===== config.mk =====
export PLATFORM = sky130hd
export DESIGN_NAME = mem_ctrl
export DESIGN_NICKNAME = d
export VERILOG_FILES = /design/src/rtl/mem_ctrl_pkg.sv /design/src/rtl/mem_ctrl.sv
export SDC_FILE = /design/constraint.sdc
export NUM_CORES = 1
export LEC_CHECK = 0
export CAP_MARGIN = 20
export CORE_UTILIZATION = 36
export DETAILED_ROUTE_END_ITERATION = 6
export GPL_TIMING_DRIVEN = 0
export PLACE_DENSITY_LB_ADDON = 0.08
export SLEW_MARGIN = 20
export SYNTH_ARGS = -nofsm -noshare
export SYNTH_HDL_FRONTEND = slang
export SYNTH_SLANG_ARGS = --single-unit

===== constraint.sdc =====
create_clock -name clk -period 1.7 [get_ports clk]
set_clock_uncertainty 0.05 [all_clocks]
set_input_delay 0.34 -clock clk [delete_from_list [all_inputs] [get_ports clk]]
set_output_delay 0.34 -clock clk [all_outputs]
set_load 0.02 [all_outputs]

===== src/rtl/mem_ctrl_pkg.sv =====
// Shared constants and FSM encoding for the RAM access sequencer.
package mem_ctrl_pkg;

  localparam int ADDR_W_DEF = 9;
  localparam int DATA_W_DEF = 32;

  typedef logic [2:0] state_t;

  localparam state_t IDLE   = 3'd0;
  localparam state_t RD_REQ = 3'd1;
  localparam state_t RD_CAP = 3'd2;
  localparam state_t WR_REQ = 3'd3;
  localparam state_t DONE   = 3'd4;

endpackage


===== src/rtl/mem_ctrl.sv =====
// MAR/MDR holder and single-word RAM access sequencer: read takes 3 cycles, write 2, then IDLE.
// Requests and register loads are honoured only in IDLE; everything else is ignored while busy.
module mem_ctrl
  import mem_ctrl_pkg::*;
#(
  parameter int ADDR_W = ADDR_W_DEF,
  parameter int DATA_W = DATA_W_DEF
) (
  input  logic              clk,
  input  logic              clear_n,
  input  logic [DATA_W-1:0] bus_in,
  input  logic              mar_in,
  input  logic              mdr_in,
  input  logic              mem_read_req,
  input  logic              mem_write_req,
  input  logic [DATA_W-1:0] ram_rdata,
  output logic [ADDR_W-1:0] mar_out,
  output logic [DATA_W-1:0] mdr_out,
  output logic              busy,
  output logic              done,
  output logic              ram_read,
  output logic              ram_write,
  output logic [ADDR_W-1:0] ram_addr,
  output logic [DATA_W-1:0] ram_wdata
);

  state_t            state;
  logic [ADDR_W-1:0] mar;
  logic [DATA_W-1:0] mdr;

  // Upper bus bits never reach the MAR; addresses wrap modulo the RAM depth.
  logic unused_bus_bits;
  assign unused_bus_bits = ^bus_in[DATA_W-1:ADDR_W];

  always_ff @(posedge clk or negedge clear_n) begin
    if (!clear_n) begin
      state <= IDLE;
      mar   <= '0;
      mdr   <= '0;
    end else begin
      case (state)
        IDLE: begin
          if (mar_in) mar <= bus_in[ADDR_W-1:0];
          if (mdr_in) mdr <= bus_in;
          if (mem_read_req)       state <= RD_REQ;
          else if (mem_write_req) state <= WR_REQ;
        end
        RD_REQ: state <= RD_CAP;
        RD_CAP: begin
          mdr   <= ram_rdata;
          state <= DONE;
        end
        WR_REQ:  state <= DONE;
        DONE:    state <= IDLE;
        default: state <= IDLE;
      endcase
    end
  end

  assign ram_read  = (state == RD_REQ);
  assign ram_write = (state == WR_REQ);
  assign done      = (state == DONE);
  assign busy      = (state != IDLE);
  assign mar_out   = mar;
  assign mdr_out   = mdr;
  assign ram_addr  = mar;
  assign ram_wdata = mdr;

endmodule


# Word-level counts from Yosys, hierarchy flattened
# Index checks and enable logic that the tools add are counted.
word_totals:
  ram_bits: 0
  n_memories: 0
  out_inout_bits: 86
  reg_bits: 44
  rom_bits: 0
  latchBits: 0
op_classes:
  n_addsub: 0
  reduce_logical: 6
  eq_ne: 6
  n_lt_le_gt_ge: 0
  n_bitwise: 0
  n_mul: 0
  muxes: 5
  shift: 0
  n_div: 0
ops:
  columns: ["operator", "count"]
  rows:
  - ["one-hot mux 32 bit (2 select lines)", 1]
  - ["2-to-1 mux 32 bit", 1]
  - ["one-hot mux 3 bit (3 select lines)", 1]
  - ["equality test 3 x 2 -> 1 bit, second input constant", 2]
  - ["2-to-1 mux 3 bit", 2]
  - ["AND reduction 2 bit", 2]
  - ["equality test 3 x 1 -> 1 bit, second input constant", 1]
  - ["equality test 3 bit, second input constant", 1]
  - ["logical NOT 3 bit", 1]
  - ["!= test 3 bit, second input constant", 1]
  - ["nonzero test 3 bit", 1]
  - ["!= test 2 bit, second input constant", 1]
  - ["nonzero test 2 bit", 1]
  - ["OR reduction 2 bit", 1]

# Longest topological paths before layout
depth:
  ltp_word: 3
  depth_mapped: 4
  mapped_depth_nobuf: 3

# Least setup slack after synthesis
# No wires, ideal clock.
synth_path:
  path_kind: "register -> output"
  start: "reg state[1]"
  end: "out done"
  setup_slack_ns: 0.091
  arrival_time_ns: 1.219
  t_required_ns: 1.310
  path_stages_with_launch: 4
  path_buffers: 2
  path_cell_list: "dfrtp_1 -> buf_6 -> buf_2 -> nor3b_1"
synth_between:
  elab_chain_len: 1
synth_lines:
  columns: ["item", "line", "rtl"]
  rows:
  - ["start: declaration", "mem_ctrl.sv:27", "state_t state;"]
  - ["start signal: assignment", "mem_ctrl.sv:37", "state <= IDLE;"]
  - ["start signal: assignment", "mem_ctrl.sv:45", "if (mem_read_req) state <= RD_REQ;"]
  - ["start signal: assignment", "mem_ctrl.sv:46", "else if (mem_write_req) state <= WR_REQ;"]
  - ["equality test 3 bit", "mem_ctrl.sv:62", "assign done = (state == DONE);"]
  - ["end: declaration", "mem_ctrl.sv:20", "output logic done,"]
# No other way between the ends.

# Final worst setup path
layout_path:
  start: "reg state[0]"
  end: "out busy"
layout_between:
  elab_chain_len: 1
layout_lines:
  columns: ["item", "line", "rtl"]
  rows:
  - ["nonzero test 3 bit", "mem_ctrl.sv:63", "assign busy = (state != IDLE);"]
  - ["end: declaration", "mem_ctrl.sv:19", "output logic busy,"]
# No other way between the ends.

==> metrics.txt <==
# TYPE chip_impl_metric gauge
chip_impl_metric{name="grt_overflow",unit=""} 0
chip_impl_metric{name="yosys_warnings",unit=""} 0
chip_impl_metric{name="yosys.area_share.adder",unit=""} 0
chip_impl_metric{name="postSynthAreaPerCell",unit="µm²"} 13.2
chip_impl_info{name="violations_in_the_final_reports",value="setup timing"} 1
chip_impl_metric{name="dieHeight",unit="µm"} 83.1
chip_impl_metric{name="worst_slew_pin_slew",unit="ns"} 0.494
chip_impl_metric{name="setup-tns-final",unit="ns"} -0.0499
chip_impl_metric{name="global_route_wire_length_before_repair",unit="µm"} 9540
chip_impl_metric{name="grt_antenna_before_repair",unit=""} 0
chip_impl_metric{name="post_synth_inst_count",unit=""} 179
chip_impl_metric{name="grt_max_degree",unit=""} 26
chip_impl_metric{name="pre_cts_ws",unit="ns"} -0.366
chip_impl_info{name="cpMaxStageDelayCell",value="dfrtp_2"} 1
chip_impl_metric{name="syn2layout_area_growth",unit="%"} 79.1
chip_impl_metric{name="fin_crit",unit="ns"} 1.73
chip_impl_metric{name="clock_tree.htree_level_count",unit=""} 2
chip_impl_info{name="worstSetupStartpointType",value="flip-flop"} 1
chip_impl_metric{name="clk_path_buf_depth",unit=""} 2
chip_impl_info{name="clock_tree_from_tritoncts",value="yes"} 1
chip_impl_metric{name="first_global_vias",unit=""} 1969
chip_impl_metric{name="core",unit="µm²"} 6350
chip_impl_metric{name="report.final.hold_viol_count",unit=""} 0
chip_impl_info{name="grt_setup_unrepaired",value="true"} 1
chip_impl_metric{name="synth_seq_area_share",unit=""} 0.465
chip_impl_metric{name="number_of_synthesized_register_bits",unit=""} 44
chip_impl_metric{name="clock_latency_on_the_worst_skew_pair",unit="ns"} 0.29
chip_impl_metric{name="detailed_place_hpwl",unit="µm"} 4530
chip_impl_metric{name="drv_slew",unit=""} 0
chip_impl_metric{name="num_vias",unit=""} 1933
chip_impl_metric{name="cts_made_buffers",unit=""} 5
chip_impl_metric{name="worst-endpoint-arrival",unit="ns"} 1.34
chip_impl_metric{name="first_iter_violations",unit=""} 26
chip_impl_metric{name="report.final.setup_viol",unit=""} 2
chip_impl_metric{name="die_w",unit="µm"} 83.1
chip_impl_info{name="synthTopCellsByArea",value="dfrtp_1, mux2_2, buf_4"} 1
chip_impl_metric{name="antenna_left",unit=""} 0
chip_impl_info{name="cts_root_buf",value="clkbuf_8"} 1
chip_impl_metric{name="filler_cell_count",unit=""} 520
chip_impl_metric{name="detailedRoute.firstPassIterationCount",unit=""} 3
chip_impl_info{name="synth_top_family_by_area",value="multiplexers"} 1
chip_impl_metric{name="start_util",unit=""} 0.373
chip_impl_metric{name="cp_data_required_time",unit="ns"} 1.31
chip_impl_metric{name="fin_ws",unit="ns"} -0.0343
chip_impl_info{name="timing.setup.critical_path_class",value="reg -> out"} 1
chip_impl_metric{name="die-area",unit="µm²"} 6910
chip_impl_info{name="endpoint_kind",value="primary output"} 1
chip_impl_metric{name="synth_nets",unit=""} 249
chip_impl_metric{name="number_of_core_rows",unit=""} 29
chip_impl_metric{name="final_min_period_over_clock_period",unit=""} 1.02
chip_impl_metric{name="post_synth_and_or_nand_nor_area_fraction",unit=""} 0.0359
chip_impl_info{name="largest_area_contributor_in_the_synthesized_netlist",value="dfrtp_1"} 1
chip_impl_metric{name="nNetsFinal",unit=""} 417
chip_impl_metric{name="place_congestion",unit=""} 0.734
chip_impl_metric{name="timing.max_slew.rel_slack",unit=""} 0.671
chip_impl_metric{name="timing.critical_path.fanout_max",unit=""} 6
chip_impl_metric{name="via_per_inst",unit=""} 4.55
chip_impl_metric{name="crit_buf_inv",unit=""} 1
chip_impl_info{name="critical_path.top_delay_family",value="flip-flops"} 1
chip_impl_metric{name="timing.critical_path.slowest_cell_delay",unit="ns"} 0.47
chip_impl_metric{name="placed_cells_incl_taps",unit=""} 412
chip_impl_metric{name="design.portCount",unit=""} 156
chip_impl_metric{name="insertedDiodeCount",unit=""} 0
chip_impl_metric{name="port_buffers",unit=""} 155
chip_impl_metric{name="post_synth_xor_area_fraction",unit=""} 0
chip_impl_metric{name="clkTransAtPathRegs",unit="ns"} 0.08
chip_impl_metric{name="remaining_drc_errors",unit=""} 0
chip_impl_metric{name="mappedNetlistArea",unit="µm²"} 2370
chip_impl_metric{name="max_freq",unit="GHz"} 0.577
chip_impl_metric{name="synth_cell_type_count",unit=""} 16
chip_impl_metric{name="cap_violations",unit=""} 0
chip_impl_metric{name="routed_wirelength",unit="µm"} 5790
chip_impl_metric{name="synthDominantCellAreaShare",unit=""} 0.465
chip_impl_info{name="worstHoldPathType",value="reg -> reg"} 1
chip_impl_metric{name="power.static_leakage",unit="µW"} 0.00216
chip_impl_metric{name="synth-compound-area-share",unit=""} 0.00211
chip_impl_metric{name="clock_sink_count",unit=""} 44
chip_impl_metric{name="grt_util_all_layers",unit=""} 0.172
chip_impl_info{name="critical_path.cell_chain",value="or3_4 -> buf_6"} 1
chip_impl_info{name="status",value="complete, but fails checks"} 1
chip_impl_metric{name="post_route_cells_drive_above_1_share",unit=""} 0.414
chip_impl_metric{name="synth_mux_area_frac",unit=""} 0.347
chip_impl_metric{name="finalNonFillerCells",unit=""} 425
chip_impl_metric{name="power.density_cell_area",unit="nW/µm²"} 1960
chip_impl_metric{name="routedWlPerCell",unit="µm"} 13.6
chip_impl_metric{name="vdd_drop_max",unit="µV"} 1030
-- path summary, 6_finish.rpt --
check	startpoint	to	slack, ns	depth (start not counted)
worst max-delay path	state[0]	busy	-0.03	2
worst min-delay path	mdr_out[28]	mdr_out[28]	0.48	1
worst max register to register	state[0]	mar_out[4]	0.08	3
worst min register to register	mdr_out[28]	mdr_out[28]	0.48	1
max in group asynchronous	clear_n	state[0]	0.59	3
min in group asynchronous	clear_n	mar_out[6]	0.49	2
-- per-layer routing --
metal	global-route usage	routed length, µm
met2	0.297	2910
met4	0.0564	122
met3	0.0417	411
met1	0.209	2340
met5	0	0
-- layout make-up --
type,count,area [µm²],area share
inverters,2,7.51,0.00177
repair buffers,162,1640,0.386
clock buffers,6,72.6,0.0171
multi-input cells,85,933,0.220
flip-flops and latches,44,1100,0.260
plain buffers,47,359,0.0846
well taps,77,96.3,0.0227
clock inverters,2,35.0,0.00825
-- flip-flops by register name, indices dropped and copies added (netlist names) --
signal,flops
mdr_out,32
state,3
mar_out,9
-- cell usage after synthesis --
library cell   n
or3_4          1
buf_6          1
dfrtp_1       44
nor2b_1        1
inv_1          2
nor3_1         1
and2_1         1
mux2_1         2
nor2_8         1
mux2_2        71
buf_4         41
nor3_2         1
nor3b_1        2
buf_2          6
nor2_1         3
a21oi_1        1
-- worst register-to-register path: cells and delay by family (launching register included) --
family | cells | cell delay (ns)
AND/OR/NAND/NOR | 2 | 0.63
flip-flops | 1 | 0.47
multiplexers | 1 | 0.37
-- power breakdown --
part,leakage (µW),switching (µW),internal [µW],total [µW]
sequential,0.000515,429,1600,2030
clock,0.0000552,348,436,784
combinational,0.00159,2480,3010,5490
-- per-stage QoR --
stage               cell area (µm²)  total power, µW  hold WS [ns]   util
finish                         4240             8310         0.479  0.668
global route                   4240             8790         0.499  0.668
CTS                            4150             8480         0.482  0.653
detailed placement             4030             7970         0.287  0.635
global placement               4020             7890         0.455  0.633
floorplan                      2370             5410      -0.00559      -
-- cell usage in the layout (no fill, tap or decap), types with 2 or more instances in the layout --
cell type,n
nor2_1,3
dlygate4sd2_1,46
clkdlybuf4s50_1,71
dfrtp_1,42
buf_4,50
dfrtp_2,2
clkbuf_8,5
mux2_2,71
inv_1,2
dlymetal6s2s_1,33
buf_6,3
buf_2,3
mux2_1,2
-- timing repair --
item,in CTS,in global routing
hold buffers,1,0
endpoints found under the setup margin,80,37
resized for setup,82,33
hold endpoints to repair,19,0
setup buffers,3,2
pin swaps,1,0
-- kinds of logic after synthesis --
logic type             count (synthesis)
multiplexers                          73
flip-flops                            44
AO/OA/AOI/OAI                          1
AND/OR/NAND/NOR                       11
buffers and inverters                 50
(Power assumes the default switching activity.)
